<file path="src/rtl/gray_ptr_sync_pkg.sv">
// Shared pointer type and Gray-code helpers for the async-FIFO pointer logic.
// The helpers work on a wide zero-extended vector, so they are correct for any pointer width up to MAX_PW.
package gray_ptr_sync_pkg;

  localparam int MAX_PW = 32;

  typedef logic [MAX_PW-1:0] ptr_t;

  function automatic int pw_of(input int addr_width);
    return addr_width + 1;
  endfunction

  function automatic ptr_t bin2gray(input ptr_t b);
    return b ^ (b >> 1);
  endfunction

  function automatic ptr_t gray2bin(input ptr_t g);
    ptr_t b;
    b[MAX_PW-1] = g[MAX_PW-1];
    for (int i = MAX_PW - 2; i >= 0; i--) begin
      b[i] = g[i] ^ b[i+1];
    end
    return b;
  endfunction

endpackage

</file>
<file path="src/rtl/gray_ptr_sync_if.sv">
// Bundle of pointer, flag and remote-pointer signals for one side of an async FIFO.
interface gray_ptr_sync_if
  import gray_ptr_sync_pkg::*;
#(
  parameter int ADDR_WIDTH = 4
);
  localparam int PW = pw_of(ADDR_WIDTH);

  logic                  inc_i;
  logic [PW-1:0]         ptr_bin_o;
  logic [PW-1:0]         ptr_gray_o;
  logic [ADDR_WIDTH-1:0] addr_o;
  logic [PW-1:0]         remote_gray_i;
  logic [PW-1:0]         remote_bin_o;
  logic                  blocked_o;
  logic [PW-1:0]         level_o;

  modport master (
    input  inc_i, remote_gray_i,
    output ptr_bin_o, ptr_gray_o, addr_o, remote_bin_o, blocked_o, level_o
  );

  modport slave (
    output inc_i, remote_gray_i,
    input  ptr_bin_o, ptr_gray_o, addr_o, remote_bin_o, blocked_o, level_o
  );

endinterface

</file>
<file path="src/rtl/gray_sync_chain.sv">
// Multi-flop synchroniser for a Gray-coded pointer arriving from another clock domain.
module gray_sync_chain #(
  parameter int WIDTH  = 5,
  parameter int STAGES = 2
) (
  input  logic             clk,
  input  logic             rst,
  input  logic [WIDTH-1:0] d,
  output logic [WIDTH-1:0] q
);

  (* ASYNC_REG = "TRUE" *) logic [WIDTH-1:0] stage [STAGES];

  always_ff @(posedge clk) begin
    if (rst) begin
      for (int i = 0; i < STAGES; i++) begin
        stage[i] <= '0;
      end
    end else begin
      stage[0] <= d;
      for (int i = 1; i < STAGES; i++) begin
        stage[i] <= stage[i-1];
      end
    end
  end

  assign q = stage[STAGES-1];

endmodule

</file>
<file path="src/rtl/gray_ptr_sync.sv">
// One side of an async-FIFO pointer pair: local binary/Gray pointer, synchronised remote pointer,
// registered full/empty flag and occupancy level.
module gray_ptr_sync
  import gray_ptr_sync_pkg::*;
#(
  parameter int ADDR_WIDTH  = 4,
  parameter int SYNC_STAGES = 2,
  parameter bit IS_WRITE    = 1'b1
) (
  input  logic              clk,
  input  logic              rst,
  gray_ptr_sync_if.master   bus
);

  localparam int PW = pw_of(ADDR_WIDTH);
  // Full means the pointers differ only in the two top Gray bits (one wrap apart).
  localparam logic [PW-1:0] FULL_MASK = PW'(3) << (PW - 2);

  if (SYNC_STAGES < 2 || SYNC_STAGES > 4) begin : g_bad_stages
    $error("gray_ptr_sync: SYNC_STAGES must be in 2..4");
  end

  logic [PW-1:0] ptr_bin;
  logic [PW-1:0] ptr_gray;
  logic [PW-1:0] bin_nxt;
  logic [PW-1:0] gray_nxt;
  logic [PW-1:0] sync_q;
  logic [PW-1:0] remote_bin;
  logic [PW-1:0] level;
  logic          blocked;
  logic          blocked_nxt;
  logic          adv;

  gray_sync_chain #(
    .WIDTH  (PW),
    .STAGES (SYNC_STAGES)
  ) u_sync (
    .clk (clk),
    .rst (rst),
    .d   (bus.remote_gray_i),
    .q   (sync_q)
  );

  always_comb begin
    adv         = bus.inc_i & ~blocked;
    bin_nxt     = ptr_bin + PW'(adv);
    gray_nxt    = PW'(bin2gray(ptr_t'(bin_nxt)));
    remote_bin  = PW'(gray2bin(ptr_t'(sync_q)));
    blocked_nxt = 1'b0;
    level       = '0;
    // Flag is judged against the next pointer so it is valid alongside it.
    if (IS_WRITE) begin
      blocked_nxt = (gray_nxt == (sync_q ^ FULL_MASK));
      level       = ptr_bin - remote_bin;
    end else begin
      blocked_nxt = (gray_nxt == sync_q);
      level       = remote_bin - ptr_bin;
    end
  end

  always_ff @(posedge clk) begin
    if (rst) begin
      ptr_bin  <= '0;
      ptr_gray <= '0;
      blocked  <= (IS_WRITE == 1'b0);
    end else begin
      ptr_bin  <= bin_nxt;
      ptr_gray <= gray_nxt;
      blocked  <= blocked_nxt;
    end
  end

  assign bus.ptr_bin_o    = ptr_bin;
  assign bus.ptr_gray_o   = ptr_gray;
  assign bus.addr_o       = ptr_bin[ADDR_WIDTH-1:0];
  assign bus.remote_bin_o = remote_bin;
  assign bus.blocked_o    = blocked;
  assign bus.level_o      = level;

endmodule

</file>
<file path="src/flat_wrapper.sv">
// flat-port wrapper written by rule: the top's interface ports become plain ports
module gray_ptr_sync_flat import gray_ptr_sync_pkg::*;
#(
  parameter int ADDR_WIDTH  = 4,
  parameter int SYNC_STAGES = 2,
  parameter bit IS_WRITE    = 1'b1
)
  (clk, rst, bus_inc_i, bus_remote_gray_i, bus_ptr_bin_o, bus_ptr_gray_o, bus_addr_o, bus_remote_bin_o, bus_blocked_o, bus_level_o);
  gray_ptr_sync_if #(.ADDR_WIDTH(ADDR_WIDTH)) bus_i ();
  input  logic clk;
  input  logic rst;
  input wire logic [$bits(bus_i.inc_i)-1:0] bus_inc_i;
  input wire logic [$bits(bus_i.remote_gray_i)-1:0] bus_remote_gray_i;
  output wire logic [$bits(bus_i.ptr_bin_o)-1:0] bus_ptr_bin_o;
  output wire logic [$bits(bus_i.ptr_gray_o)-1:0] bus_ptr_gray_o;
  output wire logic [$bits(bus_i.addr_o)-1:0] bus_addr_o;
  output wire logic [$bits(bus_i.remote_bin_o)-1:0] bus_remote_bin_o;
  output wire logic [$bits(bus_i.blocked_o)-1:0] bus_blocked_o;
  output wire logic [$bits(bus_i.level_o)-1:0] bus_level_o;
  assign bus_i.inc_i = bus_inc_i;
  assign bus_i.remote_gray_i = bus_remote_gray_i;
  assign bus_ptr_bin_o = bus_i.ptr_bin_o;
  assign bus_ptr_gray_o = bus_i.ptr_gray_o;
  assign bus_addr_o = bus_i.addr_o;
  assign bus_remote_bin_o = bus_i.remote_bin_o;
  assign bus_blocked_o = bus_i.blocked_o;
  assign bus_level_o = bus_i.level_o;
  gray_ptr_sync #(.ADDR_WIDTH(ADDR_WIDTH), .SYNC_STAGES(SYNC_STAGES), .IS_WRITE(IS_WRITE)) u_core (.clk(clk), .rst(rst), .bus(bus_i));
endmodule
</file>
<file path="config.mk">
export PLATFORM = sky130hd
export DESIGN_NAME = gray_ptr_sync_flat
export DESIGN_NICKNAME = d
export VERILOG_FILES = /design/src/rtl/gray_ptr_sync_pkg.sv /design/src/rtl/gray_ptr_sync_if.sv /design/src/rtl/gray_sync_chain.sv /design/src/rtl/gray_ptr_sync.sv /design/src/flat_wrapper.sv
export SDC_FILE = /design/constraint.sdc
export NUM_CORES = 1
export LEC_CHECK = 0
export CAP_MARGIN = 20
export CELL_PAD_IN_SITES_DETAIL_PLACEMENT = 0
export CELL_PAD_IN_SITES_GLOBAL_PLACEMENT = 1
export CORE_MARGIN = 2
export CORE_UTILIZATION = 30
export DETAILED_ROUTE_END_ITERATION = 12
export DONT_BUFFER_PORTS = 1
export GPL_TIMING_DRIVEN = 0
export PLACE_DENSITY = 0.65
export SLEW_MARGIN = 20
export SYNTH_ARGS = -nofsm -noshare
export SYNTH_HDL_FRONTEND = slang
export SYNTH_SLANG_ARGS = --single-unit
</file>
<file path="constraint.sdc">
create_clock -name clk -period 2.66 [get_ports clk]
set_clock_uncertainty 0.05 [all_clocks]
set_input_delay 0.532 -clock clk [delete_from_list [all_inputs] [get_ports clk]]
set_output_delay 0.532 -clock clk [all_outputs]
set_load 0.05 [all_outputs]
</file>
==> metrics.txt <==
final global-route overflow total 0; WP data required 2.08 ns; Mapped Avg Cell Area 10.0 um2; Detailed Route WL 1.71 mm; drt pass-1 iters 4; chip height 62.0 um; r2r startpoint u_core.bus.ptr_bin_o[1]; WHS 0.299 ns; filler instances 331; first-pass GRT wire length 2.76 mm; DRC Markers 0; Rows 21; CP Class reg2out; Starting DRT DRC Count 6; Final min period 3.69 ns; r2r setup slk 0.21 ns; H-tree Lvls 1; crit path launch u_core.u_sync.stage[0][8]; Final Slew Violations 0; syn nets 116; via count 662; CP peak stage delay 0.46 ns; final setup fails 5; critical path's slowest cell xor2_4; Max clock buf depth 2; Worst setup SP type register; Levels on crit path 10; relative max-transition margin 45.5%; layout cells sized above 1 32.7%; design area 1340 um2; RSZ-0062 raised after global routing true; I/O Buffers 0; Worst VDD drop 0.291 mV; sequential share of the synthesized area 39.7%; max-cap violation count 0; GRT Total Usage 10.2%; Compound-Gate Fraction of Synth Area 9.17%; Synth Area in Simple Gates 14.5%; initial antenna violation count 0; Post-Synth Adder-Cell Area 9.42%; outcome finished, violations left; number of antenna repair diodes 0; Clock Tree Root clkbuf_4; ys async rst share 0%; Clk Latency, worst-skew pair 0.30 ns; area of the core 3280 um2; synthesis-to-finish area growth 33.0%; failing checks setup timing; max frequency 271 MHz; final hold violations 0; Final Power 0.936 mW; top cells by area, synth dfxtp_1, nor2b_1, xnor2_1; Post-Place Cells 147; Hold Crit Class in2reg; most used cell, CP xor2_4; CP max FO 3; Finished Layout Cells 156; reg2reg end u_core.bus.blocked_o; Gate Count Post-Synth 101; main combinational cell family by area after synthesis XOR/XNOR gates; crit path cell chain xor2_4 -> xnor2_4 -> xor2_4 -> xnor2_4 -> ha_4 -> fa_2 -> inv_1 -> a21o_1 -> a21oi_4 -> xor2_4; Hold Crit Depth 1; CP Buf/Inv Count 1; final-stage net count 126; post-synth cell types 23; Leakage 0.529 nW; GPL Wtd Cong 0.705; r2r worst-path depth 5; Ys Warns 0; die area 3850 um2; CP top delay family XOR/XNOR gates; number of synthesized flops with an enable pin 0; final worst slack -1.03 ns; Critical Path End bus_level_o[4]; IO Count 33; vias in the first global route 627; WP data arrival 3.11 ns; Die X 62.0 um; wire per inst 10.9 um; Synth area leader dfxtp_1; Final Core Density 40.9%; Final Cycle Share 139%; power per cell area 697 nW/um2; Post-synth top flop dfxtp_1; starting density of the core 30.7%; #FFs+latches synth 20; crit end category primary output; mux share of post-synthesis cell area 0%; Yosys top cell area share 39.7%; ANT nets after route 0; routed vias/inst 4.24; Worst-Margin Slew 0.817 ns; Post-Synth XOR/XNOR Area 18.7%; TritonCTS Buffers 3; Worst-path clk slew 0.12 ns; Post-DP Area 1210 um2; largest net degree at the start of global routing 13; TritonCTS clock tree done; DP HPWL 1.34 mm; mapped cell area 1010 um2; clock sinks 20
[kinds of logic after synthesis]
family / count (synthesis)
compound gates: 12
xor+xnor: 20
fa+ha+maj: 7
buf+inv: 17
flops: 20
simple gates: 25
[sequential cells by signal, indices dropped and copies added, names as in the netlist]
| name | count |
|---|---|
| u_core.bus.ptr_gray_o | 5 |
| u_core.u_sync.stage | 10 |
| u_core.bus.ptr_bin_o | 4 |
| u_core.bus.blocked_o | 1 |
[cell usage after synthesis, types with 2 or more instances]
library cell / n
buf_4: 6
nor2_1: 5
clkbuf_1: 2
a21o_1: 2
nor2b_1: 14
a21oi_1: 3
dfxtp_1: 20
or3_1: 2
inv_1: 9
xnor2_1: 10
o21ai_0: 2
nand3_1: 2
xor2_1: 9
ha_1: 6
[cell usage in the layout, fill, tap and decap left out, types with 3 or more instances in the layout]
master       n
xor2_1       6
ha_1         5
xnor2_4      4
inv_1        5
clkinvlp_4   3
dfxtp_1     16
nor2_1       5
clkbuf_4     3
xnor2_1      6
nor2b_1     14
buf_4       11
xor2_4       3
[worst min-delay path by stage]
stage / startpoint / to / slack [ns]
after detailed placement: u_core.u_sync.stage[0][1] / u_core.u_sync.stage[0][6] / 0.38
after global placement: u_core.u_sync.stage[0][1] / u_core.u_sync.stage[0][6] / 0.37
final: bus_remote_gray_i[0] / u_core.u_sync.stage[0][0] / 0.30
after global routing: bus_remote_gray_i[3] / u_core.u_sync.stage[0][3] / 0.28
after floorplan: u_core.u_sync.stage[0][3] / u_core.u_sync.stage[0][8] / 0.36
after CTS: bus_remote_gray_i[1] / u_core.u_sync.stage[0][1] / 0.29
[metrics by stage]
stage | TNS (ns) | setup slack, ns
6_report | -3.86 | -1.03
2_1_floorplan | -1.93 | -0.699
3_5_place_dp | -2.56 | -0.855
5_1_grt | -4.44 | -1.15
3_3_place_gp | -2.50 | -0.845
4_1_cts | -4.19 | -1.11
[report_power, final]
group	internal, mW	switching, mW
logic	0.129	0.242
clock network	0.115	0.0948
registers	0.314	0.0424
total	0.557	0.379
[per-layer routing]
metal | part of all wire [%] | global-route usage [%] | vias to the layer above
met2 | 46 | 15.6 | 22
met4 | 0.88 | 6.38 | 0
met5 | 0 | 0 | -
met1 | 46 | 12.8 | 303
met3 | 7.0 | 2.48 | 2
li1 | - | - | 335
[what timing repair did]
item / CTS / global route
cloned: 0 / 0
pin swaps: 9 / 10
hold buffers: 0 / 0
setup buffers: 3 / 3
setup endpoints to repair: 5 / 6
endpoints found under the hold margin: 0 / 0
gates resized for setup: 5 / 4
[cell type report]
class                      instances  area, um2  area share [%]
buffer                             8       52.6            3.91
clock buffer                       4       47.5            3.54
inverter                           9       45.0            3.36
multi-input combinational         64        692            51.5
sequential                        20        410            30.6
tap                               46       57.6            4.29
timing repair buffer               5       37.5            2.80
[worst register-to-register path, delay by kind of cell (launching register included)]
kind	cells	cell delay [ns]
xor+xnor	2	0.47
flops	1	0.87
compound gates	1	0.17
simple gates	1	0.42
fa+ha+maj	1	0.39
Note: power is estimated with default switching activity, not from simulation.
